### src/rtl/interrupt_controller_if.sv
// Bus between the interrupt controller and its environment (sources, CPU core, handler).
interface interrupt_controller_if #(
    parameter int unsigned NUM_SRC = 8,
    parameter int unsigned ID_W    = 4
);
    logic [NUM_SRC-1:0] irq_src;
    logic               nmi_src;
    logic               mask_we;
    logic [NUM_SRC-1:0] mask_wdata;
    logic               eoi;
    logic               ina;
    logic               nmi;
    logic               irq;
    logic               busy;
    logic [ID_W-1:0]    cause_id;
    logic [NUM_SRC-1:0] pending;
    logic [NUM_SRC-1:0] mask;

    // Environment side: drives sources, mask writes, acknowledge and end-of-interrupt.
    modport master (
        output irq_src, nmi_src, mask_we, mask_wdata, eoi, ina,
        input  nmi, irq, busy, cause_id, pending, mask
    );

    // Controller side.
    modport slave (
        input  irq_src, nmi_src, mask_we, mask_wdata, eoi, ina,
        output nmi, irq, busy, cause_id, pending, mask
    );
endinterface

### src/rtl/interrupt_controller.sv
// Interrupt controller: synchronises and edge-detects NUM_SRC maskable sources plus
// one NMI, latches them as pending, and presents one request at a time to the core
// with fixed priority (NMI first, then lowest index). An NMI may preempt one
// in-service maskable interrupt; the interrupted cause is restored on its eoi.
module interrupt_controller #(
    parameter int unsigned        NUM_SRC  = 8,
    parameter int unsigned        ID_W     = 4,
    parameter logic [NUM_SRC-1:0] MASK_RST = '1
) (
    input  logic                  clk,
    input  logic                  rst_n,
    interrupt_controller_if.slave bus
);

    localparam logic [ID_W-1:0] NMI_ID = ID_W'(NUM_SRC);

    typedef enum logic [2:0] {
        IDLE    = 3'd0,
        IRQ_REQ = 3'd1,
        NMI_REQ = 3'd2,
        IRQ_SVC = 3'd3,
        NMI_SVC = 3'd4
    } state_t;

    // Input conditioning flops
    logic [NUM_SRC-1:0] irq_sync1;
    logic [NUM_SRC-1:0] irq_sync2;
    logic [NUM_SRC-1:0] irq_prev;
    logic               nmi_sync1;
    logic               nmi_sync2;
    logic               nmi_prev;

    // Architectural state
    state_t             state_q;
    state_t             state_d;
    logic [NUM_SRC-1:0] pending_q;
    logic [NUM_SRC-1:0] pending_d;
    logic               nmi_pend_q;
    logic               nmi_pend_d;
    logic [NUM_SRC-1:0] mask_q;
    logic [ID_W-1:0]    cause_q;
    logic [ID_W-1:0]    cause_d;
    logic [ID_W-1:0]    saved_q;
    logic [ID_W-1:0]    saved_d;
    logic               nested_q;
    logic               nested_d;

    // Registered request outputs
    logic               nmi_q;
    logic               irq_q;
    logic               busy_q;

    // Combinational helpers
    logic [NUM_SRC-1:0] irq_edge;
    logic               nmi_edge;
    logic [NUM_SRC-1:0] eligible;
    logic               sel_valid;
    logic [ID_W-1:0]    sel_id;
    logic               irq_ack;
    logic               nmi_ack;
    logic [NUM_SRC-1:0] clr_vec;

    // Two-flop synchronisers followed by a previous-value flop for edge detection.
    always_ff @(posedge clk or negedge rst_n) begin
        if (!rst_n) begin
            irq_sync1 <= '0;
            irq_sync2 <= '0;
            irq_prev  <= '0;
            nmi_sync1 <= 1'b0;
            nmi_sync2 <= 1'b0;
            nmi_prev  <= 1'b0;
        end else begin
            irq_sync1 <= bus.irq_src;
            irq_sync2 <= irq_sync1;
            irq_prev  <= irq_sync2;
            nmi_sync1 <= bus.nmi_src;
            nmi_sync2 <= nmi_sync1;
            nmi_prev  <= nmi_sync2;
        end
    end

    assign irq_edge  = irq_sync2 & ~irq_prev;
    assign nmi_edge  = nmi_sync2 & ~nmi_prev;
    assign eligible  = pending_q & mask_q;
    assign sel_valid = |eligible;

    // Fixed-priority pick: lowest-index enabled pending source.
    always_comb begin
        sel_id = '0;
        for (int i = int'(NUM_SRC) - 1; i >= 0; i--) begin
            if (eligible[i]) begin
                sel_id = ID_W'(i);
            end
        end
    end

    // Request/service sequencing.
    always_comb begin
        state_d  = state_q;
        cause_d  = cause_q;
        saved_d  = saved_q;
        nested_d = nested_q;
        irq_ack  = 1'b0;
        nmi_ack  = 1'b0;

        case (state_q)
            IDLE: begin
                if (nmi_pend_q) begin
                    state_d = NMI_REQ;
                    cause_d = NMI_ID;
                end else if (sel_valid) begin
                    state_d = IRQ_REQ;
                    cause_d = sel_id;
                end
            end
            IRQ_REQ: begin
                if (bus.ina) begin
                    state_d = IRQ_SVC;
                    irq_ack = 1'b1;
                end else if (nmi_pend_q) begin
                    // Abandon the maskable request; its bit stays pending.
                    state_d = NMI_REQ;
                    cause_d = NMI_ID;
                end
            end
            IRQ_SVC: begin
                if (bus.eoi) begin
                    state_d = IDLE;
                end else if (nmi_pend_q) begin
                    state_d  = NMI_REQ;
                    saved_d  = cause_q;
                    nested_d = 1'b1;
                    cause_d  = NMI_ID;
                end
            end
            NMI_REQ: begin
                if (bus.ina) begin
                    state_d = NMI_SVC;
                    nmi_ack = 1'b1;
                end
            end
            NMI_SVC: begin
                if (bus.eoi) begin
                    if (nested_q) begin
                        state_d  = IRQ_SVC;
                        cause_d  = saved_q;
                        nested_d = 1'b0;
                    end else begin
                        state_d = IDLE;
                    end
                end
            end
            default: begin
                state_d = IDLE;
            end
        endcase
    end

    // Pending clear decode for the acknowledged maskable source.
    always_comb begin
        clr_vec = '0;
        for (int i = 0; i < int'(NUM_SRC); i++) begin
            clr_vec[i] = irq_ack && (cause_q == ID_W'(i));
        end
    end

    // A new edge wins over a same-cycle clear.
    assign pending_d  = (pending_q & ~clr_vec) | irq_edge;
    assign nmi_pend_d = (nmi_pend_q & ~nmi_ack) | nmi_edge;

    // State, pending, mask and registered output flops.
    always_ff @(posedge clk or negedge rst_n) begin
        if (!rst_n) begin
            state_q    <= IDLE;
            pending_q  <= '0;
            nmi_pend_q <= 1'b0;
            mask_q     <= MASK_RST;
            cause_q    <= '0;
            saved_q    <= '0;
            nested_q   <= 1'b0;
            nmi_q      <= 1'b0;
            irq_q      <= 1'b0;
            busy_q     <= 1'b0;
        end else begin
            state_q    <= state_d;
            pending_q  <= pending_d;
            nmi_pend_q <= nmi_pend_d;
            cause_q    <= cause_d;
            saved_q    <= saved_d;
            nested_q   <= nested_d;
            nmi_q      <= (state_d == NMI_REQ);
            irq_q      <= (state_d == IRQ_REQ);
            busy_q     <= (state_d == IRQ_SVC) || (state_d == NMI_SVC);
            if (bus.mask_we) begin
                mask_q <= bus.mask_wdata;
            end
        end
    end

    assign bus.nmi      = nmi_q;
    assign bus.irq      = irq_q;
    assign bus.busy     = busy_q;
    assign bus.cause_id = cause_q;
    assign bus.pending  = pending_q;
    assign bus.mask     = mask_q;

endmodule

### src/flat_wrapper.sv
// flat-port wrapper written by rule: the top's interface ports become plain ports
module interrupt_controller_flat 
#(
    parameter int unsigned        NUM_SRC  = 8,
    parameter int unsigned        ID_W     = 4,
    parameter logic [NUM_SRC-1:0] MASK_RST = '1
)
  (clk, rst_n, bus_irq_src, bus_nmi_src, bus_mask_we, bus_mask_wdata, bus_eoi, bus_ina, bus_nmi, bus_irq, bus_busy, bus_cause_id, bus_pending, bus_mask);
  interrupt_controller_if #(.NUM_SRC(NUM_SRC), .ID_W(ID_W)) bus_i ();
  input  logic clk;
  input  logic rst_n;
  input wire logic [$bits(bus_i.irq_src)-1:0] bus_irq_src;
  input wire logic [$bits(bus_i.nmi_src)-1:0] bus_nmi_src;
  input wire logic [$bits(bus_i.mask_we)-1:0] bus_mask_we;
  input wire logic [$bits(bus_i.mask_wdata)-1:0] bus_mask_wdata;
  input wire logic [$bits(bus_i.eoi)-1:0] bus_eoi;
  input wire logic [$bits(bus_i.ina)-1:0] bus_ina;
  output wire logic [$bits(bus_i.nmi)-1:0] bus_nmi;
  output wire logic [$bits(bus_i.irq)-1:0] bus_irq;
  output wire logic [$bits(bus_i.busy)-1:0] bus_busy;
  output wire logic [$bits(bus_i.cause_id)-1:0] bus_cause_id;
  output wire logic [$bits(bus_i.pending)-1:0] bus_pending;
  output wire logic [$bits(bus_i.mask)-1:0] bus_mask;
  assign bus_i.irq_src = bus_irq_src;
  assign bus_i.nmi_src = bus_nmi_src;
  assign bus_i.mask_we = bus_mask_we;
  assign bus_i.mask_wdata = bus_mask_wdata;
  assign bus_i.eoi = bus_eoi;
  assign bus_i.ina = bus_ina;
  assign bus_nmi = bus_i.nmi;
  assign bus_irq = bus_i.irq;
  assign bus_busy = bus_i.busy;
  assign bus_cause_id = bus_i.cause_id;
  assign bus_pending = bus_i.pending;
  assign bus_mask = bus_i.mask;
  interrupt_controller #(.NUM_SRC(NUM_SRC), .ID_W(ID_W), .MASK_RST(MASK_RST)) u_core (.clk(clk), .rst_n(rst_n), .bus(bus_i));
endmodule
### config.mk
export PLATFORM = sky130hd
export DESIGN_NAME = interrupt_controller_flat
export DESIGN_NICKNAME = d
export VERILOG_FILES = /design/src/rtl/interrupt_controller_if.sv /design/src/rtl/interrupt_controller.sv /design/src/flat_wrapper.sv
export SDC_FILE = /design/constraint.sdc
export NUM_CORES = 1
export LEC_CHECK = 0
export CAP_MARGIN = 20
export CORE_AREA = 10 10 84 86
export CTS_CLUSTER_DIAMETER = 80
export CTS_CLUSTER_SIZE = 14
export DETAILED_ROUTE_END_ITERATION = 10
export DIE_AREA = 0 0 94 96
export GPL_ROUTABILITY_DRIVEN = 0
export PLACE_DENSITY_LB_ADDON = 0.12
export SLEW_MARGIN = 25
export SYNTH_ARGS = -nofsm -noshare
export SYNTH_HDL_FRONTEND = slang
export SYNTH_SLANG_ARGS = --single-unit
### constraint.sdc
create_clock -name clk -period 1.6 [get_ports clk]
set_clock_uncertainty 0.05 [all_clocks]
set_input_delay 0.32 -clock clk [delete_from_list [all_inputs] [get_ports clk]]
set_output_delay 0.32 -clock clk [all_outputs]
set_load 0.1 [all_outputs]
==> results of run 1 <==
==> through the flow <==
| stage | setup slack (ns) | instances |
|---|---|---|
| after floorplan | -0.277 | 183 |
| after global placement | -0.363 | 324 |
| after detailed placement | -0.424 | 324 |
| after CTS | -0.0670 | 349 |
| after global routing | -0.187 | 350 |
| final | -0.131 | 350 |
==> placed cells by master (no fill, tap or decap), drive strengths merged, types with 3 or more instances in the layout <==
cell type,Yosys,final
dfstp,8,8
buf,5,66
inv,11,13
o21ai,20,20
a22oi,3,3
nor2,8,8
nor2b,3,3
clkbuf,3,10
a32o,4,4
a31oi,3,3
a21oi,5,5
nand2,11,11
dfrtp,51,51
nand2b,5,5
mux2,17,17
clkdlybuf4s50,0,18
==> sequential cells by signal, indices dropped and copies added, names as in the netlist <==
| signal | count |
|---|---|
| u_core.nmi_sync1 | 1 |
| u_core.bus.pending | 8 |
| u_core.bus.nmi | 1 |
| u_core.nmi_prev | 1 |
| u_core.saved_q | 4 |
| u_core.state_q | 3 |
| u_core.bus.busy | 1 |
| u_core.irq_sync1 | 8 |
| u_core.bus.mask | 8 |
| u_core.irq_sync2 | 8 |
| u_core.nmi_sync2 | 1 |
| u_core.bus.cause_id | 4 |
| u_core.bus.irq | 1 |
| u_core.irq_prev | 8 |
| u_core.nmi_pend_q | 1 |
| u_core.nested_q | 1 |
==> what timing repair did <==
| action | CTS | global route |
|---|---|---|
| pin swaps | 9 | 5 |
| endpoints found under the hold margin | 51 | 0 |
| endpoints found under the setup margin | 20 | 20 |
| setup buffers | 8 | 1 |
| hold buffers | 1 | 0 |
| resized for setup | 20 | 11 |
==> cell families after synthesis <==
family | share of synthesized area
DFF | 0.634
AOI/OAI and AO/OA | 0.143
and+or+nand+nor | 0.0869
muxes | 0.0965
buffers and inverters | 0.0395
==> routing by layer <==
metal	GRT usage	up-vias
met1	0.171	875
met5	0	-
met4	0.0924	0
met2	0.231	85
li1	-	838
met3	0.0459	22
==> final cells by class <==
class                      instances  area [µm²]  area share
clock buffer                      10         128      0.0336
clock inverter                     6        87.6      0.0231
inverter                          11        41.3      0.0109
multi-input combinational        105         878       0.231
sequential                        59        1540       0.405
tap                               72        90.1      0.0237
timing repair buffer              87        1030       0.272
==> worst max path at each step <==
stage | from | end
floorplan | u_core.bus.mask[4] | u_core.bus.cause_id[1]
global placement | bus_ina | u_core.bus.cause_id[2]
detailed placement | bus_ina | u_core.bus.pending[0]
CTS | u_core.bus.pending[4] | u_core.bus.cause_id[1]
global route | u_core.bus.pending[5] | u_core.bus.cause_id[3]
finish | u_core.bus.pending[4] | u_core.bus.cause_id[0]
==> power groups by stage <==
stage / sequential, mW / clock (mW) / combinational, mW
floorplan: 2.59 / 0 / 0.897
global placement: 2.05 / 0 / 2.30
finish: 2.05 / 1.47 / 2.70
CTS: 2.03 / 1.51 / 2.56
global route: 2.08 / 1.59 / 2.82
detailed placement: 2.06 / 0 / 2.37
==> results_dict.tcl, run 1 <==
set metrics [dict create \
    leakage_nw 1.66 \
    worst-setup-path-type "reg2reg" \
    critPathMaxFanout 4 \
    avgViaCountPerCell 5.20 \
    path_cells "a22o_1 > nand2b_4 > o32ai_4 > nor2_4 > mux2_4" \
    wl_per_cell_um 17.5 \
    p_sw_frac 0.381 \
    ys_ff_latch 59 \
    ioPinCount 45 \
    violations "negative setup slack" \
    seqPwrFrac 0.330 \
    synth_top_area_frac 0.544 \
    nFillCells 375 \
    cp.required_ns 1.77 \
    synth_ff_type "dfrtp_1" \
    m1WireLength_um 2550 \
    first_global_vias 1935 \
    grt_use_total 0.146 \
    diodes 0 \
    final_area_um2 3800 \
    worstPathArrival_ns 1.90 \
    timing.rr.end "u_core.bus.cause_id[0]" \
    met3_length_um 383 \
    slew_headroom 0.679 \
    start_kind "register" \
    critPathCaptureType "register" \
    ys_types 44 \
    p_sw_mw 2.37 \
    hold_path_class "reg2reg" \
    yosysSeqAreaShare 0.634 \
    period_needed_ns 1.73 \
    r2r_cells 5 \
    ant_nets 0 \
    holdPathEnd "u_core.irq_sync2[6]" \
    tightest_slew_ns 0.477 \
    pwr-share-clk 0.237 \
    clock-sinks 59 \
    finalPower_mw 6.22 \
    place_area_um2 3380 \
    synthTopCellsByCount "dfrtp_1, o21ai_1, nand2_1, inv_1" \
    start_util 0.434 \
    synth_area_um2 2350 \
    hold_depth 0 \
    antenna_found_initial 0 \
    drt_iter0_markers 126 \
    post-dp-hpwl_um 4300 \
    cp_top_family "compound AO/OA/AOI/OAI gates" \
    dr.pass1.iters 4 \
    cp_num_buf_inv 0 \
    routed_wl_um 6140 \
    rsz0062_at_grt "yes" \
    tns_ns -0.718 \
    r2r_start "u_core.bus.pending[4]" \
    layout.nets 295 \
    cts_root_buf "clkbuf_8" \
    die-area_um2 9020 \
    cts_tree "done" \
    fmax_mhz 578 \
    die_w_um 94 \
    syn_avg_cell_area_um2 12.8 \
    clk_pin_slew_worst_paths_ns 0.07 \
    grt_overflow 0 \
    ir_drop_v 0.00114 \
    hold_slack_ns 0.299 \
    clk_latency_ns 0.34 \
    hold_viol 0 \
    power.internal_mw 3.85 \
    drv_slew 0 \
    hold_start "u_core.irq_sync1[6]" \
    cp.depth 5 \
    cts_htree_levels 3 \
    vias 1820 \
    cts_buffer_depth 2 \
    yosys_warnings 0 \
    status "finished with violations" \
    postLayoutCoreUtil 0.703 \
    coreArea_um2 5410 \
    rows 27 \
    post-synth-top-count-cell "dfrtp_1" \
    cpMaxStageDelayCell "dfrtp_4" \
    top_layer "met4" \
    yosys-top-cells-area "dfrtp_1, dfstp_2, mux2_2" \
    area_delta_synth_final_pct 61.9 \
    rrSetupSlack_ns -0.13 \
    cts_buffers 9 \
    setup_viol 14 \
    cpPeakStageDelay_ns 0.47 \
    remaining_drc_errors 0 \
    synth_edf_count 0 \
    async_flop_share 1.00 \
    layout-drive-gt1-share 0.486 \
    p_per_area_nw_per_um2 1640 \
    pwr-share-comb 0.433 \
    syn_inst 183 \
    grt_max_degree 60 \
    port_buffers 44 \
    synth_top_cell_by_area "dfrtp_1" \
    wl_met2_um 3010 \
    synth_nets 205 \
    layout_setup_ws_ns -0.131 \
    die_y_um 96 \
    grt_pass1_wl_um 10200 \
    period_share 1.08 \
    cap_violations 0 \
]
Note: power is estimated with default switching activity, not from simulation.
==> run 2, diff against run 1 <==
--- a/config.mk
+++ b/config.mk
@@ -12,7 +12,7 @@
 export DETAILED_ROUTE_END_ITERATION = 10
 export DIE_AREA = 0 0 94 96
 export GPL_ROUTABILITY_DRIVEN = 0
-export PLACE_DENSITY_LB_ADDON = 0.12
+export PLACE_DENSITY = 0.69
 export SLEW_MARGIN = 25
 export SYNTH_ARGS = -nofsm -noshare
 export SYNTH_HDL_FRONTEND = slang
==> constraint.sdc (replaced) <==
create_clock -name clk -period 1.9 [get_ports clk]
set_clock_uncertainty 0.05 [all_clocks]
set_input_delay 0.38 -clock clk [delete_from_list [all_inputs] [get_ports clk]]
set_output_delay 0.38 -clock clk [all_outputs]
set_load 0.1 [all_outputs]
==> run 2 against run 1 <==
Sequential share of layout area grew 4.5 points. The flow now finishes without violations. Routed wire length shrank 18%. Die area is the same. Worst hold slack is essentially flat.
==> results_dict.tcl, run 2 (synthesized netlist as in run 1, its figures left out) <==
set metrics [dict create \
    area_delta_synth_final_pct 44.2 \
    cts_root_buf "clkbuf_8" \
    setup_viol 0 \
    ant_nets 0 \
    antenna_found_initial 0 \
    nFillCells 459 \
    worstPathArrival_ns 1.93 \
    layout.nets 263 \
    worst-setup-path-type "reg2reg" \
    post-dp-hpwl_um 3760 \
    met3_length_um 227 \
    grt_use_total 0.123 \
    slew_headroom 0.678 \
    die_w_um 94 \
    grt_overflow 0 \
    cpPeakStageDelay_ns 0.49 \
    cp_top_family "compound AO/OA/AOI/OAI gates" \
    cts_setup_buffers 0 \
    port_buffers 44 \
    cp.required_ns 2.07 \
    path_cells "a22oi_1 > nand2_1 > o32ai_2 > nor2_4 > mux2_4" \
    cts_htree_levels 3 \
    drt_iter0_markers 89 \
    remaining_drc_errors 0 \
    fin_cells 318 \
    wl_per_cell_um 15.7 \
    critPathMaxFanout 4 \
    hold_viol 0 \
    tns_ns 0 \
    diodes 0 \
    cts_tree "done" \
    start_util 0.434 \
    cp_num_buf_inv 0 \
    status "finished, final reports clean" \
    critPathCaptureType "register" \
    p_per_area_nw_per_um2 1370 \
    layout-drive-gt1-share 0.350 \
    m1WireLength_um 2180 \
    grt_max_degree 41 \
    clock-sinks 59 \
    rsz0062_at_grt "no" \
    cap_violations 0 \
    ioPinCount 45 \
    avgViaCountPerCell 5.10 \
    die-area_um2 9020 \
    top_layer "met4" \
    final_common_cell "dfrtp_1" \
    clk_latency_ns 0.33 \
    routed_wl_um 5000 \
    tightest_slew_ns 0.482 \
    leakage_nw 1.46 \
    hold_slack_ns 0.299 \
    ir_drop_v 0.000902 \
    grt_pass1_wl_um 8490 \
    final_cell_mix "dfrtp_1, buf_12, clkdlybuf4s50_1" \
    cts_buffers 9 \
    period_share 0.929 \
    start_kind "register" \
    period_needed_ns 1.77 \
    vias 1623 \
    first_global_vias 1726 \
    post-place-cells 301 \
    rows 27 \
    dr.pass1.iters 4 \
    clk_pin_slew_worst_paths_ns 0.07 \
    die_y_um 96 \
    cpMaxStageDelayCell "dfstp_4" \
    hold_path_class "reg2reg" \
    drv_slew 0 \
    fmax_mhz 566 \
    cts_buffer_depth 2 \
    coreArea_um2 5410 \
    wl_met2_um 2520 \
]
[run 2: cell type report]
type / count / area [µm²] / area share
Inverter: 11 / 41.3 / 0.0122
Timing Repair Buffer: 55 / 763 / 0.226
Multi-Input combinational cell: 105 / 767 / 0.227
Tap cell: 72 / 90.1 / 0.0266
Clock inverter: 7 / 76.3 / 0.0226
Clock buffer: 9 / 124 / 0.0366
Sequential cell: 59 / 1520 / 0.450
[run 2: repair_timing]
action                                  4_1_cts  5_1_grt
hold buffers                                  1        0
endpoints found under the setup margin        0        4
resized for setup                             0        1
hold endpoints to repair                     11        0
[run 2: worst reg2reg max path, stage by stage (launching register included)]
cell     delay (ns)
dfstp_4        0.49
a22oi_1        0.25
nand2_1        0.14
o32ai_2        0.34
nor2_4         0.09
mux2_4         0.30
[run 2: per-layer routing]
| metal | vias up | GRT usage |
|---|---|---|
| li1 | 769 | - |
| met1 | 807 | 0.142 |
| met2 | 39 | 0.198 |
| met3 | 8 | 0.0475 |
| met4 | 0 | 0.0557 |
| met5 | - | 0 |
[run 2: per-stage QoR]
step / util / instance area [µm²] / total power [mW] / setup slack (ns)
after floorplan: - / 2380 / 2.92 / 0.00348
after global routing: 0.626 / 3380 / 4.89 / 0.0270
after CTS: 0.625 / 3380 / 4.69 / 0.0922
final: 0.626 / 3380 / 4.64 / 0.135
after detailed placement: 0.587 / 3170 / 3.55 / -0.146
after global placement: 0.587 / 3170 / 3.53 / -0.115
[run 2: where the power goes]
group	switching (mW)	internal [mW]	total, mW	leakage [nW]
clock network	0.503	0.610	1.11	0.0958
registers	0.279	1.47	1.75	0.668
logic	1.01	0.765	1.78	0.694
[run 2: worst paths after layout]
check                                    endpoint                 from  slack [ns]  cells after the start
max reg2reg                u_core.bus.cause_id[1]   u_core.bus.mask[2]        0.13                      5
max                        u_core.bus.cause_id[1]   u_core.bus.mask[2]        0.13                      5
min in group asynchronous     u_core.irq_sync1[6]                rst_n        0.50                      2
max in group asynchronous       u_core.state_q[0]                rst_n        0.71                      3
min                           u_core.irq_sync2[0]  u_core.irq_sync1[0]        0.30                      0
min reg2reg                   u_core.irq_sync2[0]  u_core.irq_sync1[0]        0.30                      0
==> run 3, diff against run 2 <==
--- a/config.mk
+++ b/config.mk
@@ -6,13 +6,13 @@
 export NUM_CORES = 1
 export LEC_CHECK = 0
 export CAP_MARGIN = 20
-export CORE_AREA = 10 10 84 86
-export CTS_CLUSTER_DIAMETER = 80
+export CORE_AREA = 10 10 80 82
+export CTS_CLUSTER_DIAMETER = 200
 export CTS_CLUSTER_SIZE = 14
 export DETAILED_ROUTE_END_ITERATION = 10
-export DIE_AREA = 0 0 94 96
+export DIE_AREA = 0 0 90 92
 export GPL_ROUTABILITY_DRIVEN = 0
-export PLACE_DENSITY = 0.69
+export PLACE_DENSITY = 0.75
 export SLEW_MARGIN = 25
 export SYNTH_ARGS = -nofsm -noshare
 export SYNTH_HDL_FRONTEND = slang
==> constraint.sdc (replaced) <==
create_clock -name clk -period 2.3 [get_ports clk]
set_clock_uncertainty 0.05 [all_clocks]
set_input_delay 0.46 -clock clk [delete_from_list [all_inputs] [get_ports clk]]
set_output_delay 0.46 -clock clk [all_outputs]
set_load 0.1 [all_outputs]
==> run 3 against run 2 <==
Design area decreased by 12%. Critical path depth rose by 1. First-iteration DRC count grew 140%. Worst hold slack got worse by 0.24 ns. Via count decreased by 2.8%. Routed wire length decreased by 6.4%. Setup slack improved by 0.26 ns. Cell count is 3.5% lower. Critical endpoint is now u_core.bus.busy.
==> results_dict.tcl, run 3 (synthesized netlist as in run 1, its figures left out) <==
set metrics [dict create \
    finalPower_mw 3.55 \
    final_common_cell "dfrtp_1" \
    path_cells "clkdlybuf4s50_1 > mux2_1 > a211oi_1 > a311o_1 > o211a_1 > nor2_1" \
    rows 26 \
    post-dp-hpwl_um 3420 \
    avgViaCountPerCell 5.14 \
    critPathCaptureType "register" \
    period_share 0.828 \
    leakage_nw 1.29 \
    setup_viol 0 \
    antenna_found_initial 0 \
    p_sw_mw 1.42 \
    port_buffers 44 \
    period_needed_ns 1.90 \
    die_y_um 92 \
    cts_htree_levels 3 \
    clk_latency_ns 0.33 \
    grt_max_degree 36 \
    cts_buffer_depth 2 \
    die_w_um 90 \
    cp.required_ns 2.45 \
    ir_drop_v 0.000600 \
    status "finished, final reports clean" \
    nFillCells 419 \
    layout.nets 254 \
    cpMaxStageDelayCell "clkdlybuf4s50_1" \
    wl_per_cell_um 15.3 \
    ant_nets 0 \
    dr.pass1.iters 4 \
    final_cell_mix "dfrtp_1, buf_4, clkdlybuf4s50_1" \
    start_kind "input port" \
    m1WireLength_um 2040 \
    p_per_area_nw_per_um2 1190 \
    tns_ns 0 \
    grt_overflow 0 \
    grt_pass1_wl_um 8430 \
    dp_slack_ns 0.0531 \
    slew_headroom 0.623 \
    pwr-share-comb 0.346 \
    cts_buffers 9 \
    drt_iter0_markers 213 \
    drv_slew 0 \
    cpPeakStageDelay_ns 0.61 \
    postLayoutCoreUtil 0.607 \
    cts_tree "done" \
    worst-setup-path-type "in2reg" \
    cts_setup_buffers 0 \
    clk_pin_slew_worst_paths_ns 0.07 \
    cts_resized 0 \
    grt_use_total 0.127 \
    r2r_start "u_core.state_q[0]" \
    timing.rr.end "u_core.bus.cause_id[1]" \
    seq_area_um2 1490 \
    diodes 0 \
    remaining_drc_errors 0 \
    cts_root_buf "clkbuf_8" \
    die-area_um2 8280 \
    power.internal_mw 2.13 \
    area_delta_synth_final_pct 27.1 \
    layout-drive-gt1-share 0.287 \
    met3_length_um 263 \
    cap_violations 0 \
    start_util 0.478 \
    wl_met2_um 2290 \
    worstPathArrival_ns 2.06 \
    r2r_cells 5 \
    first_global_vias 1696 \
    clock-sinks 59 \
    layout_setup_ws_ns 0.395 \
    coreArea_um2 4910 \
    hold_viol 0 \
    hold_buffers 0 \
    critPathMaxFanout 7 \
    rsz0062_at_grt "no" \
    routed_wl_um 4680 \
    vias 1577 \
    hold_path_class "in2async" \
    seqPwrFrac 0.400 \
    multi_input_area_um2 767 \
    tightest_slew_ns 0.565 \
    ioPinCount 45 \
    top_layer "met4" \
    rrSetupSlack_ns 0.42 \
    p_sw_frac 0.400 \
    pwr-share-clk 0.254 \
    fmax_mhz 525 \
]
[run 3: worst max-delay path by stage]
stage,startpoint,to,depth (start not counted)
after floorplan,u_core.bus.pending[4],u_core.bus.cause_id[1],5
after CTS,bus_ina,u_core.bus.busy,6
after detailed placement,bus_ina,u_core.bus.busy,6
after global placement,bus_ina,u_core.bus.busy,6
after global routing,u_core.state_q[0],u_core.bus.cause_id[1],5
final,bus_ina,u_core.bus.busy,6
[run 3: final cells by class]
type / instances / share of cell area
tap: 70 / 0.0294
multi-input combinational: 105 / 0.257
inverter: 11 / 0.0138
sequential: 59 / 0.499
clock inverter: 6 / 0.0222
clock buffer: 10 / 0.0428
timing repair buffer: 46 / 0.136
[run 3: routing by layer]
layer / vias up / track usage
li1: 753 / -
met2: 44 / 0.199
met4: 0 / 0.0637
met1: 771 / 0.151
met3: 9 / 0.0465
met5: - / 0
[run 3: power groups by stage]
stage,Clock (mW),Combinational [mW],Sequential (mW)
floorplan,0,0.612,1.79
global placement,0,1.21,1.43
detailed placement,0,1.24,1.43
CTS,0.928,1.24,1.42
global route,0.992,1.31,1.46
finish,0.902,1.23,1.42
[run 3: critical path, delay by kind of cell]
kind	cells	cell delay [ns]
AO/OA/AOI/OAI	3	0.59
buffers and inverters	1	0.61
multiplexers	1	0.35
AND/OR/NAND/NOR	1	0.05
[run 3: per-stage QoR]
stage,std cells,hold WS (ns),area (µm²)
after floorplan,183,0.114,2350
after global placement,291,0.282,2790
after detailed placement,291,0.285,2790
after CTS,307,0.0677,2980
after global routing,307,0.0829,2980
final,307,0.0626,2980
